**src/rtl/t_toggle_arbiter.sv**
```systemverilog
// Round-robin arbiter granting one requester at a time to toggle a shared bank of T flip-flops.
// Each grant runs IDLE -> APPLY -> RELEASE, so a transaction takes three cycles.
module t_toggle_arbiter #(
  parameter int unsigned NUM_REQ = 4,
  parameter int unsigned WIDTH   = 8,
  localparam int unsigned IdW    = (NUM_REQ > 1) ? $clog2(NUM_REQ) : 1
) (
  input  logic                     clk,
  input  logic                     rst_n,
  input  logic                     en,
  input  logic                     clear,
  input  logic [NUM_REQ-1:0]       req,
  input  logic [NUM_REQ*WIDTH-1:0] mask,
  output logic [NUM_REQ-1:0]       ack,
  output logic                     busy,
  output logic [IdW-1:0]           grant_id,
  output logic [WIDTH-1:0]         q
);

  typedef enum logic [1:0] {StIdle, StApply, StRelease} state_e;

  state_e           state_q, state_d;
  logic [WIDTH-1:0] q_q, q_d;
  logic [WIDTH-1:0] mask_q, mask_d;
  logic [IdW-1:0]   ptr_q, ptr_d;
  logic [IdW-1:0]   grant_q, grant_d;

  logic [WIDTH-1:0] masks [NUM_REQ];
  logic             found;
  logic [IdW-1:0]   win_idx;
  logic [IdW-1:0]   idx;
  int unsigned      idx_full;

  always_comb begin
    for (int unsigned r = 0; r < NUM_REQ; r++) begin
      masks[r] = mask[r*WIDTH +: WIDTH];
    end
  end

  // Search upward from the pointer with wrap; the first set request wins.
  always_comb begin
    found    = 1'b0;
    win_idx  = '0;
    idx      = '0;
    idx_full = 0;
    for (int unsigned i = 0; i < NUM_REQ; i++) begin
      idx_full = (32'(ptr_q) + i) % NUM_REQ;
      idx      = IdW'(idx_full);
      if (!found && req[idx]) begin
        found   = 1'b1;
        win_idx = idx;
      end
    end
  end

  always_comb begin
    state_d = state_q;
    q_d     = q_q;
    mask_d  = mask_q;
    ptr_d   = ptr_q;
    grant_d = grant_q;
    unique case (state_q)
      StIdle: begin
        if (en && found) begin
          state_d = StApply;
          mask_d  = masks[win_idx];
          grant_d = win_idx;
        end
      end
      StApply: begin
        q_d     = q_q ^ mask_q;
        ptr_d   = (grant_q == IdW'(NUM_REQ - 1)) ? '0 : grant_q + 1'b1;
        state_d = StRelease;
      end
      StRelease: state_d = StIdle;
      default:   state_d = StIdle;
    endcase
    // Clear only wipes the bank; the transaction itself still completes.
    if (clear) begin
      q_d = '0;
    end
  end

  always_ff @(posedge clk or negedge rst_n) begin
    if (!rst_n) begin
      state_q <= StIdle;
      q_q     <= '0;
      mask_q  <= '0;
      ptr_q   <= '0;
      grant_q <= '0;
    end else begin
      state_q <= state_d;
      q_q     <= q_d;
      mask_q  <= mask_d;
      ptr_q   <= ptr_d;
      grant_q <= grant_d;
    end
  end

  always_comb begin
    ack = '0;
    if (state_q == StRelease) begin
      ack[grant_q] = 1'b1;
    end
  end

  assign busy     = (state_q != StIdle);
  assign grant_id = grant_q;
  assign q        = q_q;

endmodule

```
**config.mk**
```make
export PLATFORM = sky130hd
export DESIGN_NAME = t_toggle_arbiter
export DESIGN_NICKNAME = d
export VERILOG_FILES = /design/src/rtl/t_toggle_arbiter.sv
export SDC_FILE = /design/constraint.sdc
export NUM_CORES = 1
export LEC_CHECK = 0
export CAP_MARGIN = 30
export CORE_AREA = 2 2 62 64
export DETAILED_ROUTE_END_ITERATION = 8
export DIE_AREA = 0 0 64 66
export MAX_ROUTING_LAYER = met4
export PLACE_DENSITY = 0.77
export SYNTH_ARGS = -nofsm -noshare
export SYNTH_HDL_FRONTEND = slang
export SYNTH_SLANG_ARGS = --single-unit
```
**constraint.sdc**
```tcl
create_clock -name clk -period 1.6 [get_ports clk]
set_input_delay 0.32 -clock clk [delete_from_list [all_inputs] [get_ports clk]]
set_output_delay 0.32 -clock clk [all_outputs]
set_load 0.1 [all_outputs]
```
==> results.md <==
- Status: finished with violations
- Failing checks: setup timing
- Crit path launch: grant_id[0]
- Core Region: 3550 um2
- Nets: 232
- Post-Synthesis Cells: 120
- Final Hold Fails: 0
- DR WL/cell: 15.2 um
- CP Capture Type: primary output
- #FFs+latches synth: 22
- M1 GR Usage: 16.3%
- Synthesized area: 1250 um2
- Worst Hold Class: input port to async pin
- Reg-to-reg setup timing slack: -0.06 ns
- Slew headroom: 79.3%
- Post-synthesis adder-cell area fraction: 4.01%
- Worst-path clk slew: 0.12 ns
- Detailed-route via count: 1,138
- Pre-Repair DR Iteration Count: 4
- Post-synthesis mux area share: 15.8%
- Setup TNS: -0.663 ns
- M3 GR Usage: 2.39%
- CP required: 1.28 ns
- YS warnings: 0
- # diodes: 0
- Synth Area in Compound Gates: 10.0%
- Worst R2R Path Depth: 5
- GRT Util Overall: 17.5%
- Mean Syn Cell Area: 10.4 um2
- Final WS setup: -0.0957 ns
- Cell Count, Final, Fillers Out: 235
- Largest net degree at the start of global routing: 23
- Max clock buf depth: 2
- DP Area: 2060 um2
- Critical path peak fanout: 5
- LEAKAGE: 0.985 nW
- Hpwl dp: 2720 um
- Fin. max-slew vios: 0
- Placed Instances: 227
- Area grow syn2layout: 79.1%
- Io pins: 55
- Final critical-path share of the clock period: 106%
- Crit path arrival time: 1.38 ns
- CTS Hold Bufs: 0
- Number of library cell types mapped by synthesis: 27
- F_max: 590 MHz
- Initial antenna violation count: 0
- Layout cells sized above 1: 32.1%
- Synth Area in Simple Gates: 14.6%
- Final Instance Area: 2230 um2
- Root buf cell: clkbuf_4
- Die area: 4220 um2
- Starting Density: 35.1%
- H-tree levels: 1
- Reg2Reg Launch Point: ptr_q[1]
- First-pass GRT wire length: 5460 um
- Clock Skews: 0.00754 ns
- Minimum clock period: 1.70 ns
- Maxcap violations: 0
- Clock latency on the worst-skew pair: 0.31 ns
- Num CTS Buffers: 3
- Synth Net Count: 164
- Post-synthesis xor/xnor area fraction: 5.62%
- Commonest cells after routing, fill and taps aside: clkdlybuf4s50_1 (37), dfrtp_1 (20), nand2_1 (18)
- Routing usage on met2: 34.8%
- Initial DRC Count: 42
- Combinational family with the most area after synthesis: multiplexers
- Unrepaired setup endpoints after global routing: yes
- Setup CP Type: flop to primary output
- Commonest non-fill, non-tap cell in the layout: clkdlybuf4s50_1
- Detailed-route DRC error count: 0
- IO buf count: 54
- GRT busiest layer: met2
- Die H: 66 um
- Global route total overflow: 0
- Power Total: 3.21 mW
- PD cells: 1440 nW/um2
- CP endpoint: ack[2]
- VDD IR-drop max: 0.438 mV
- FF/Latch Area: 558 um2
- Dpl ws: -0.507 ns
- Post-route ant nets: 0
- Seq/Total Area, Yosys: 44.1%
- Clock sinks: 22
- Placer Congestion: 0.787
- Final wirelength: 3580 um
- Worst slew pin tran: 0.310 ns
- Launching element type of the critical path: flop
- Fillers: 273
- Number of global-route vias before repair: 1,208
- CTS tree: yes
- RR Endpoint: mask_q[0]
- Row cnt: 22
- Area of the multi-input gates: 733 um2
- Setup Viol. Count Final: 10
- Vias per std cell: 4.84
- Die width: 64 um
cells in the mapped netlist:
| master | instances | area (um2) |
|---|---|---|
| xor2_1 | 8 | 70.1 |
| nand3_1 | 1 | 5.00 |
| inv_1 | 6 | 22.5 |
| o21ai_0 | 2 | 10.0 |
| mux2_2 | 2 | 22.5 |
| o221ai_2 | 1 | 15.0 |
| buf_12 | 1 | 20.0 |
| o21ai_2 | 1 | 8.76 |
| buf_2 | 2 | 10.0 |
| buf_6 | 1 | 11.3 |
| or4_1 | 1 | 7.51 |
| nand2b_1 | 1 | 6.26 |
| nand2_1 | 18 | 67.6 |
| a21boi_0 | 1 | 7.51 |
| dfrtp_1 | 22 | 551 |
| a311oi_1 | 1 | 8.76 |
| o221ai_1 | 8 | 70.1 |
| mux2i_1 | 16 | 160 |
| or3_1 | 1 | 6.26 |
| and2_1 | 4 | 25.0 |
| a21oi_1 | 1 | 5.00 |
| nor2_1 | 10 | 37.5 |
| ha_1 | 4 | 50.1 |
| mux2_4 | 1 | 15.0 |
| nor2b_1 | 3 | 18.8 |
| buf_1 | 2 | 7.51 |
| or3b_1 | 1 | 8.76 |
layout make-up:
class / instances / share of cell area [%]
Timing Repair Buffer: 69 / 36.6
Inverter: 6 / 1.34
Sequential cell: 22 / 25.0
Multi-Input combinational cell: 86 / 32.8
Clock buffer: 4 / 1.62
Tap cell: 48 / 2.69
cells by family (layout without fill, tap and decap cells):
| family | after synthesis | count (layout) |
|---|---|---|
| flops | 22 | 22 |
| xor+xnor | 8 | 8 |
| compound gates | 15 | 15 |
| mux | 19 | 19 |
| fa+ha+maj | 4 | 4 |
| buf+inv | 12 | 79 |
| simple gates | 40 | 40 |
worst max-delay path, stage by stage, from the launching register on:
cell	delay (ns)
dfrtp_4	0.55
inv_4	0.09
ha_4	0.12
and2_4	0.14
buf_12	0.17
metrics by stage:
stage	hold WS [ns]	util, %
CTS	0.371	61.3
global route	0.366	62.9
detailed placement	0.480	58.1
global placement	0.478	58.1
finish	0.355	62.9
floorplan	0.0244	-
timing repair:
action                     in CTS  in global routing
pin swaps                       0                  4
setup endpoints to repair      13                 14
resized for setup              16                 11
setup buffers                   3                  1
how the worst min path moves through the flow:
| stage | to | slack [ns] | cells after the start |
|---|---|---|---|
| after global routing | grant_id[0] | 0.37 | 2 |
| after CTS | mask_q[7] | 0.37 | 2 |
| final | grant_id[0] | 0.36 | 2 |
| after global placement | mask_q[0] | 0.48 | 2 |
| after detailed placement | mask_q[2] | 0.48 | 2 |
| after floorplan | mask_q[0] | 0.02 | 0 |
state kept, by name (all words and copies together), names as in the netlist:
signal and cells:
ptr_q 2, state_q 2, grant_id 2, q 8, mask_q 8
power breakdown:
| group | internal, mW | total, mW | leakage, nW | switching (mW) |
|---|---|---|---|---|
| Clock | 0.139 | 0.302 | 0.0210 | 0.163 |
| Combinational | 0.888 | 1.96 | 0.684 | 1.07 |
| Sequential | 0.753 | 0.951 | 0.280 | 0.198 |
| Total | 1.78 | 3.21 | 0.985 | 1.43 |
routing by layer:
layer	part of all wire [%]	vias to the layer above	routed length, um
met5	0	-	0
met4	2.5	0	89
met3	5.3	8	189
met2	56	40	1990
met1	37	544	1310
li1	-	546	-
No activity file was read; power rests on OpenSTA's default activity.
